File: src/rtl/sample_reader_if.sv
// Readout bus of sample_reader: synchronous RAM read port plus the valid/ready byte stream.
// master = the reader, slave = the RAM/stream-consumer side.
interface sample_reader_if #(
  parameter int unsigned SAMPLE_DEPTH = 8
);
  logic                    mem_rd_en;
  logic [SAMPLE_DEPTH-1:0] mem_rd_addr;
  logic [7:0]              mem_rd_data;
  logic [7:0]              out_data;
  logic                    out_valid;
  logic                    out_ready;

  modport master (
    output mem_rd_en,
    output mem_rd_addr,
    input  mem_rd_data,
    output out_data,
    output out_valid,
    input  out_ready
  );

  modport slave (
    input  mem_rd_en,
    input  mem_rd_addr,
    output mem_rd_data,
    input  out_data,
    input  out_valid,
    output out_ready
  );
endinterface

File: src/rtl/sample_reader.sv
// Reads the circular sample memory oldest-first after a capture and streams it out
// as bytes behind a sync header, one RAM read per byte.
module sample_reader #(
  parameter int unsigned SAMPLE_DEPTH = 8,
  parameter int unsigned PRE_TRIG     = 1 << (SAMPLE_DEPTH - 1),
  parameter logic [7:0]  SYNC_BYTE    = 8'hA5
) (
  input  logic                    clk_50mhz,
  input  logic                    reset,
  input  logic                    start,
  input  logic [SAMPLE_DEPTH-1:0] offset,
  output logic                    busy,
  output logic                    done,
  sample_reader_if.master         bus
);

  localparam int unsigned AW = SAMPLE_DEPTH;
  localparam logic [AW-1:0] PRE_OFS  = AW'(PRE_TRIG);
  localparam logic [AW-1:0] CNT_LAST = {AW{1'b1}};
  localparam logic [AW-1:0] ADDR_ONE = AW'(1);

  typedef enum logic [2:0] {
    S_IDLE   = 3'd0,
    S_HEADER = 3'd1,
    S_READ   = 3'd2,
    S_LATCH  = 3'd3,
    S_SEND   = 3'd4,
    S_DONE   = 3'd5
  } state_e;

  state_e        state_q;
  logic [AW-1:0] cnt_q;
  logic [AW-1:0] addr_q;
  logic          rd_en_q;
  logic [7:0]    data_q;
  logic          valid_q;
  logic          busy_q;
  logic          done_q;

  logic hs;
  assign hs = valid_q & bus.out_ready;

  // Readout FSM; every output is a register updated alongside the state.
  always_ff @(posedge clk_50mhz or negedge reset) begin
    if (!reset) begin
      state_q <= S_IDLE;
      cnt_q   <= '0;
      addr_q  <= '0;
      rd_en_q <= 1'b0;
      data_q  <= 8'h00;
      valid_q <= 1'b0;
      busy_q  <= 1'b0;
      done_q  <= 1'b0;
    end else begin
      case (state_q)
        S_IDLE: begin
          if (start) begin
            addr_q  <= offset + PRE_OFS;
            data_q  <= SYNC_BYTE;
            valid_q <= 1'b1;
            cnt_q   <= '0;
            busy_q  <= 1'b1;
            state_q <= S_HEADER;
          end
        end
        S_HEADER: begin
          if (hs) begin
            valid_q <= 1'b0;
            rd_en_q <= 1'b1;
            state_q <= S_READ;
          end
        end
        S_READ: begin
          rd_en_q <= 1'b0;
          state_q <= S_LATCH;
        end
        S_LATCH: begin
          data_q  <= bus.mem_rd_data;
          valid_q <= 1'b1;
          state_q <= S_SEND;
        end
        S_SEND: begin
          if (hs) begin
            valid_q <= 1'b0;
            if (cnt_q == CNT_LAST) begin
              done_q  <= 1'b1;
              busy_q  <= 1'b0;
              state_q <= S_DONE;
            end else begin
              cnt_q   <= cnt_q + ADDR_ONE;
              addr_q  <= addr_q + ADDR_ONE;
              rd_en_q <= 1'b1;
              state_q <= S_READ;
            end
          end
        end
        S_DONE: begin
          // Held until the sampler drops its done level.
          if (!start) begin
            done_q  <= 1'b0;
            state_q <= S_IDLE;
          end
        end
        default: begin
          state_q <= S_IDLE;
          rd_en_q <= 1'b0;
          valid_q <= 1'b0;
          busy_q  <= 1'b0;
          done_q  <= 1'b0;
        end
      endcase
    end
  end

  assign busy            = busy_q;
  assign done            = done_q;
  assign bus.mem_rd_en   = rd_en_q;
  assign bus.mem_rd_addr = addr_q;
  assign bus.out_data    = data_q;
  assign bus.out_valid   = valid_q;

endmodule
File: src/flat_wrapper.sv
// flat-port wrapper written by rule: the top's interface ports become plain ports
module sample_reader_flat 
#(
  parameter int unsigned SAMPLE_DEPTH = 8,
  parameter int unsigned PRE_TRIG     = 1 << (SAMPLE_DEPTH - 1),
  parameter logic [7:0]  SYNC_BYTE    = 8'hA5
)
  (clk_50mhz, reset, start, offset, busy, done, bus_mem_rd_en, bus_mem_rd_addr, bus_mem_rd_data, bus_out_data, bus_out_valid, bus_out_ready);
  sample_reader_if #(.SAMPLE_DEPTH(SAMPLE_DEPTH)) bus_i ();
  input  logic clk_50mhz;
  input  logic reset;
  input  logic start;
  input  logic [SAMPLE_DEPTH-1:0] offset;
  output logic busy;
  output logic done;
  output wire logic [$bits(bus_i.mem_rd_en)-1:0] bus_mem_rd_en;
  output wire logic [$bits(bus_i.mem_rd_addr)-1:0] bus_mem_rd_addr;
  input wire logic [$bits(bus_i.mem_rd_data)-1:0] bus_mem_rd_data;
  output wire logic [$bits(bus_i.out_data)-1:0] bus_out_data;
  output wire logic [$bits(bus_i.out_valid)-1:0] bus_out_valid;
  input wire logic [$bits(bus_i.out_ready)-1:0] bus_out_ready;
  assign bus_mem_rd_en = bus_i.mem_rd_en;
  assign bus_mem_rd_addr = bus_i.mem_rd_addr;
  assign bus_i.mem_rd_data = bus_mem_rd_data;
  assign bus_out_data = bus_i.out_data;
  assign bus_out_valid = bus_i.out_valid;
  assign bus_i.out_ready = bus_out_ready;
  sample_reader #(.SAMPLE_DEPTH(SAMPLE_DEPTH), .PRE_TRIG(PRE_TRIG), .SYNC_BYTE(SYNC_BYTE)) u_core (.clk_50mhz(clk_50mhz), .reset(reset), .start(start), .offset(offset), .busy(busy), .done(done), .bus(bus_i));
endmodule
File: config.mk
export PLATFORM = sky130hd
export DESIGN_NAME = sample_reader_flat
export DESIGN_NICKNAME = d
export VERILOG_FILES = /design/src/rtl/sample_reader_if.sv /design/src/rtl/sample_reader.sv /design/src/flat_wrapper.sv
export SDC_FILE = /design/constraint.sdc
export NUM_CORES = 1
export LEC_CHECK = 0
export CORE_ASPECT_RATIO = 1.2
export CORE_UTILIZATION = 45
export DETAILED_ROUTE_END_ITERATION = 10
export PLACE_DENSITY_LB_ADDON = 0.2
export SLEW_MARGIN = 20
export SYNTH_ARGS = -nofsm -noshare
export SYNTH_HDL_FRONTEND = slang
export SYNTH_SLANG_ARGS = --single-unit
File: constraint.sdc
create_clock -name clk_50mhz -period 2.06 [get_ports clk_50mhz]
set_input_delay 0.515 -clock clk_50mhz [delete_from_list [all_inputs] [get_ports clk_50mhz]]
set_output_delay 0.515 -clock clk_50mhz [all_outputs]
set_load 0.02 [all_outputs]
==> reports/results.tsv, run 1 <==
stage	metric	value	unit
sta	slew_headroom	73.55	%
sta	rsz0062_at_grt	no	
sta	fin_worst_skew	6.310	ps
clocking	postCtsResizedCells	0	
sta	fin_crit_sh	93.86	%
logic_synthesis	ys.warnings.count	0	
clocking	root_buffer	clkbuf_8	
detailed_routing	ant_nets	0	
logic_synthesis	yosysSeqAreaShare	45.35	%
grt	grt_pass1_wl	6762	microns
worst_hold_path	hold_start	u_core.bus.out_data[7]	
final_layout	area_growth	32.19	%
clocking	cts_buffers	5	
detailed_routing	wl_per_cell	14.88	microns
final_layout	diodes	0	
die	initial_utilization	47.07	%
sta	min_period	1933	ps
clocking	htreeDepth	2	
logic_synthesis	postSynthAreaPerCell	9.718	sq um
detailed_routing	drc	0	
worst_setup_path	path_cells	clkdlybuf4s50_1	
worst_hold_path	hold_class	reg2reg	
worst_setup_path	cp-start-kind	flop	
grt	grt-ovfl-total	0	
placement	port_buffers	39	
worst_setup_path	end_kind	output port	
logic_synthesis	syn_nets	198	
final_layout	final_cell_mix	clkdlybuf4s50_1 (39), dfrtp_1 (31), nand2_1 (13), o21ai_0 (13), nor2_1 (12)	
job	maxCapViolations	0	
logic_synthesis	synth_area	0.001710	sq mm
die	die_area	0.004053	sq mm
sta	drv_slew	0	
sta	setup_violations	0	
clocking	cts.path.max_buffers	2	
run_status	status	complete, no violations	
detailed_routing	first_pass_iters	4	
logic_synthesis	synth_edf_count	0	
grt	grt_max_degree	32	
die	die_w	58.28	microns
worst_setup_path	crit_slowest_cell	clkdlybuf4s50_1	
worst_setup_path	crit_required	1540	ps
sta	holdWs	489.2	ps
power	leakagePower	0.0009480	uW
final_layout	final_common_cell	clkdlybuf4s50_1	
placement	dp.cells	267	
power	ir_worst_vdd	663.2	uV
clocking	cts_tree	yes	
worst_setup_path	regToRegStartpoint	u_core.cnt_q[0]	
logic_synthesis	synth_cell_types	47	
grt	gr-usage-all-layers	21.72	%
detailed_routing	via_per_inst	5.833	
sta	fin_tns_setup	0	ps
die	die_h	69.54	microns
clocking	post_cts_buffers	0	
detailed_routing	num_vias	1604	
final_layout	finalNetCount	244	
die	ios	40	
clocking	path_clk_slew	70	ps
worst_setup_path	rrSetupSlack	220	ps
worst_setup_path	cp_num_cells	1	
placement	place_congestion	0.8235	
worst_hold_path	whs_endpoint	u_core.bus.out_data[7]	
clocking	clk-insertion-delay-late	280	ps
clocking	cts_hold_buf	0	
sta	worst_pin_slew	396.8	ps
final_layout	final_cells	275	
worst_setup_path	critical_path.reg2reg.endpoint	u_core.bus.mem_rd_addr[0]	
logic_synthesis	ys.flop_type	dfrtp_1	
sta	hold_viol	0	
detailed_routing	drt-initial-drc-count	48	
worst_setup_path	reg2reg_depth	5	
worst_setup_path	worstPathArrival	1420	ps
logic_synthesis	synthArstFlopShare	100.0	%
power	power_density	1305	mW/mm^2
clocking	clock_sinks	31	
die	core-area	0.003633	sq mm
final_layout	layout-drive-gt1-share	10.76	%
worst_setup_path	path_max_fanout	8	
worst_setup_path	crit_family	buffers and inverters	
worst_setup_path	crit_type	reg2out	
worst_hold_path	worstHoldPathCells	1	
logic_synthesis	ys_seq_elements	31	
sta	fmax	0.5172	GHz
placement	dp_hpwl	2943	microns
grt	grt_pass1_vias	1497	
detailed_routing	wl	4093	microns
grt	antenna_found_initial	0	
logic_synthesis	syn_inst	176	
die	rows	24	
worst_setup_path	slowest_delay	650	ps
worst_setup_path	crit_buf_inv	1	
[final cells by class]
type                            instances  area [sq um]
Clock buffer                            7         76.32
Clock inverter                          1         5.005
Fill cell                             296          1373
Inverter                                5         18.77
Multi-Input combinational cell        129         847.1
Sequential cell                        31         775.7
Tap cell                               52         65.06
Timing Repair Buffer                   50         473.0
[routing by layer]
layer | track usage [%] | up-vias | share of wire (%)
li1 | - | 765 | -
met1 | 26.23 | 771 | 42
met2 | 36.27 | 61 | 51
met3 | 6.903 | 7 | 5.8
met4 | 6.878 | 0 | 1.8
met5 | 0 | - | 0
[synth_stat cells (2+ instances only)]
| cell type | count | area share (%) |
|---|---|---|
| dfrtp_1 | 31 | 45 |
| nand2_1 | 13 | 2.9 |
| o21ai_0 | 13 | 3.8 |
| nor2_1 | 12 | 2.6 |
| o31ai_1 | 11 | 4.8 |
| a21oi_1 | 8 | 2.3 |
| and3_1 | 7 | 2.6 |
| inv_1 | 5 | 1.1 |
| nand3_1 | 5 | 1.5 |
| o21ai_1 | 5 | 1.5 |
| a22o_1 | 4 | 2.0 |
| a2bb2oi_1 | 4 | 2.0 |
| a31oi_1 | 4 | 1.5 |
| buf_2 | 4 | 1.2 |
| o22a_1 | 4 | 2.0 |
| mux2i_1 | 3 | 1.8 |
| nand4_1 | 3 | 1.1 |
| nor2b_1 | 3 | 1.1 |
| nor3_1 | 3 | 0.88 |
| buf_4 | 2 | 0.88 |
| buf_6 | 2 | 1.3 |
| clkbuf_1 | 2 | 0.44 |
| ha_1 | 2 | 1.5 |
| o311ai_0 | 2 | 1.0 |
| o31ai_2 | 2 | 1.5 |
[metrics by stage]
stage | setup slack [ps] | power (uW) | area [sq um] | utilization, %
after floorplan | 345.5 | 1915 | 1710 | -
after CTS | 135.3 | 2963 | 2261 | 62.22
after detailed placement | 78.37 | 2498 | 2180 | 59.99
final | 126.5 | 2950 | 2261 | 62.22
after global placement | 117.3 | 2458 | 2180 | 59.99
after global routing | 93.85 | 3142 | 2261 | 62.22
[registers in the layout, indices dropped and copies added, names as in the netlist]
signal	cells
u_core.bus.mem_rd_addr	8
u_core.bus.out_data	8
u_core.cnt_q	8
u_core.state_q	3
u_core.bus.mem_rd_en	1
u_core.bus.out_valid	1
u_core.busy	1
u_core.done	1
[cells by family (layout without fill, tap and decap cells)]
family	count (synthesis)	in the layout	synth area share [%]
fa+ha+maj	2	2	1.463
mux	3	3	1.756
buf+inv	16	63	5.120
simple gates	55	55	17.05
flops	31	31	45.35
compound gates	69	69	29.26
[worst max-delay path by stage]
stage | startpoint | endpoint | slack (ps)
global placement | bus_out_ready | u_core.bus.mem_rd_addr[0] | 120
detailed placement | bus_out_ready | u_core.bus.mem_rd_addr[0] | 80
finish | u_core.bus.mem_rd_addr[3] | bus_mem_rd_addr[3] | 130
global route | u_core.bus.mem_rd_addr[3] | bus_mem_rd_addr[3] | 90
CTS | u_core.bus.mem_rd_addr[3] | bus_mem_rd_addr[3] | 140
floorplan | u_core.cnt_q[0] | u_core.bus.mem_rd_addr[0] | 350
[where the power goes]
| group | switching, uW | internal [uW] | total (uW) | leakage (uW) |
|---|---|---|---|---|
| Combinational | 785 | 698 | 1480 | 0.000525 |
| Clock | 223 | 237 | 460 | 0.0000422 |
| Sequential | 201 | 806 | 1010 | 0.000381 |
| Total | 1210 | 1740 | 2950 | 0.000948 |
(Power assumes the default switching activity.)
==> run 2, diff against run 1 <==
--- a/config.mk
+++ b/config.mk
@@ -9,6 +9,7 @@
 export CORE_UTILIZATION = 45
 export DETAILED_ROUTE_END_ITERATION = 10
 export PLACE_DENSITY_LB_ADDON = 0.2
+export SETUP_SLACK_MARGIN = 0.3
 export SLEW_MARGIN = 20
 export SYNTH_ARGS = -nofsm -noshare
 export SYNTH_HDL_FRONTEND = slang
==> reports/results.tsv, run 2 (synthesized netlist as in run 1, its figures left out) <==
stage	metric	value	unit
run_status	status	complete, no violations	
clocking	htreeDepth	2	
die	die_w	58.28	microns
worst_setup_path	crit_buf_inv	1	
sta	setup_ws	403.9	ps
grt	grt_pass1_vias	1507	
clocking	cts.path.max_buffers	2	
grt	gr-usage-all-layers	21.87	%
grt	grt_pass1_wl	6810	microns
detailed_routing	via_per_inst	5.818	
placement	place_congestion	0.8235	
worst_setup_path	path_cells	ha_2, and4_4, and3_4, buf_4, o31ai_1, o21ai_1	
placement	port_buffers	39	
die	rows	24	
grt	grt_max_degree	32	
sta	rsz0062_at_grt	no	
final_layout	fillCellCount	298	
final_layout	fin_area	0.002288	sq mm
clocking	clk-insertion-delay-late	280	ps
sta	hold_viol	0	
sta	fin_worst_skew	4.178	ps
worst_setup_path	slowest_delay	410	ps
detailed_routing	wl	4186	microns
worst_hold_path	hold_class	reg2reg	
die	die_h	69.54	microns
sta	holdWs	485.5	ps
placement	dp.cells	267	
final_layout	finalNetCount	244	
final_layout	layout-drive-gt1-share	13.90	%
sta	slew_headroom	72.93	%
placement	pre_cts_slack	78.37	ps
grt	antenna_found_initial	0	
die	core-area	0.003633	sq mm
sta	worst_pin_slew	406.1	ps
sta	drv_slew	0	
worst_setup_path	crit_slowest_cell	dfrtp_1	
sta	fin_tns_setup	0	ps
sta	min_period	1656	ps
final_layout	multiInputGateArea	888.4	sq um
detailed_routing	num_vias	1600	
final_layout	area_growth	33.80	%
placement	postPlaceCellArea	0.002180	sq mm
die	ios	40	
clocking	root_buffer	clkbuf_8	
worst_setup_path	crit_family	simple AND/OR/NAND/NOR gates	
sta	fmax	0.6038	GHz
sta	fin_crit_sh	80.39	%
detailed_routing	drc	0	
clocking	post_cts_buffers	0	
final_layout	diodes	0	
sta	setup_violations	0	
grt	grt-ovfl-total	0	
power	power_density	1268	mW/mm^2
final_layout	final_cells	275	
detailed_routing	first_pass_iters	4	
power	leakagePower	0.001008	uW
worst_setup_path	end_kind	flop	
final_layout	final_common_cell	dfrtp_1	
detailed_routing	ant_nets	0	
worst_setup_path	path_max_fanout	10	
job	maxCapViolations	0	
worst_setup_path	rrSetupSlack	400	ps
die	die_area	0.004053	sq mm
clocking	cts_buffers	5	
worst_setup_path	crit_type	reg2reg	
die	initial_utilization	47.07	%
detailed_routing	wl_per_cell	15.22	microns
clocking	clock_sinks	31	
detailed_routing	drt-initial-drc-count	72	
worst_setup_path	cp-start-kind	flop	
worst_setup_path	worstPathArrival	1820	ps
clocking	path_clk_slew	70	ps
final_layout	final_cell_mix	dfrtp_1 (31), clkdlybuf4s50_1 (19), dlygate4sd2_1 (17)	
clocking	cts_tree	yes	
power	ir_worst_vdd	671.9	uV
placement	dp_hpwl	2943	microns
worst_setup_path	crit_required	2230	ps
final_layout	regArea	775.7	sq um
## run 2: stage by stage
stage               utilization, %  total power [uW]
floorplan                        -              1915
global placement             59.99              2458
detailed placement           59.99              2498
CTS                          61.78              2866
global route                 62.98              3088
finish                       62.98              2901
## run 2: path summary, 6_finish.rpt
check | startpoint | end | cells past startpoint
min reg2reg | u_core.done | u_core.done | 2
max | u_core.cnt_q[0] | u_core.bus.mem_rd_addr[5] | 6
max in group asynchronous | reset | u_core.bus.out_data[1] | 2
min in group asynchronous | reset | u_core.bus.mem_rd_addr[7] | 2
min | u_core.done | u_core.done | 2
max reg2reg | u_core.cnt_q[0] | u_core.bus.mem_rd_addr[5] | 6
## run 2: cell type report
cell class | instances | share of cell area (%)
clock buffer | 7 | 3.335
clock inverter | 1 | 0.2187
inverter | 5 | 0.8201
multi-input combinational | 129 | 38.82
sequential | 31 | 33.90
tap | 52 | 2.843
timing repair buffer | 50 | 20.07
## run 2: worst reg2reg max path, stage by stage, from the launching register on
cell and delay (ps):
dfrtp_1 410, ha_2 220, and4_4 210, and3_4 210
buf_4 170, o31ai_1 220, o21ai_1 100
## run 2: repair_timing
item                       in CTS  in global routing
hold buffers                    0                  0
setup endpoints to repair      27                 15
gates resized for setup        19                 11
## run 2: routing by layer
layer / routed length, microns / global-route usage (%) / up-vias
met2: 2113 / 36.78 / 44
met4: 72 / 6.878 / 0
met3: 196 / 6.903 / 7
li1: - / - / 765
met5: 0 / 0 / -
met1: 1804 / 26.23 / 784
## run 2: power breakdown
group | switching (uW) | internal, uW
clock network | 225 | 237
logic | 800 | 626
registers | 208 | 806
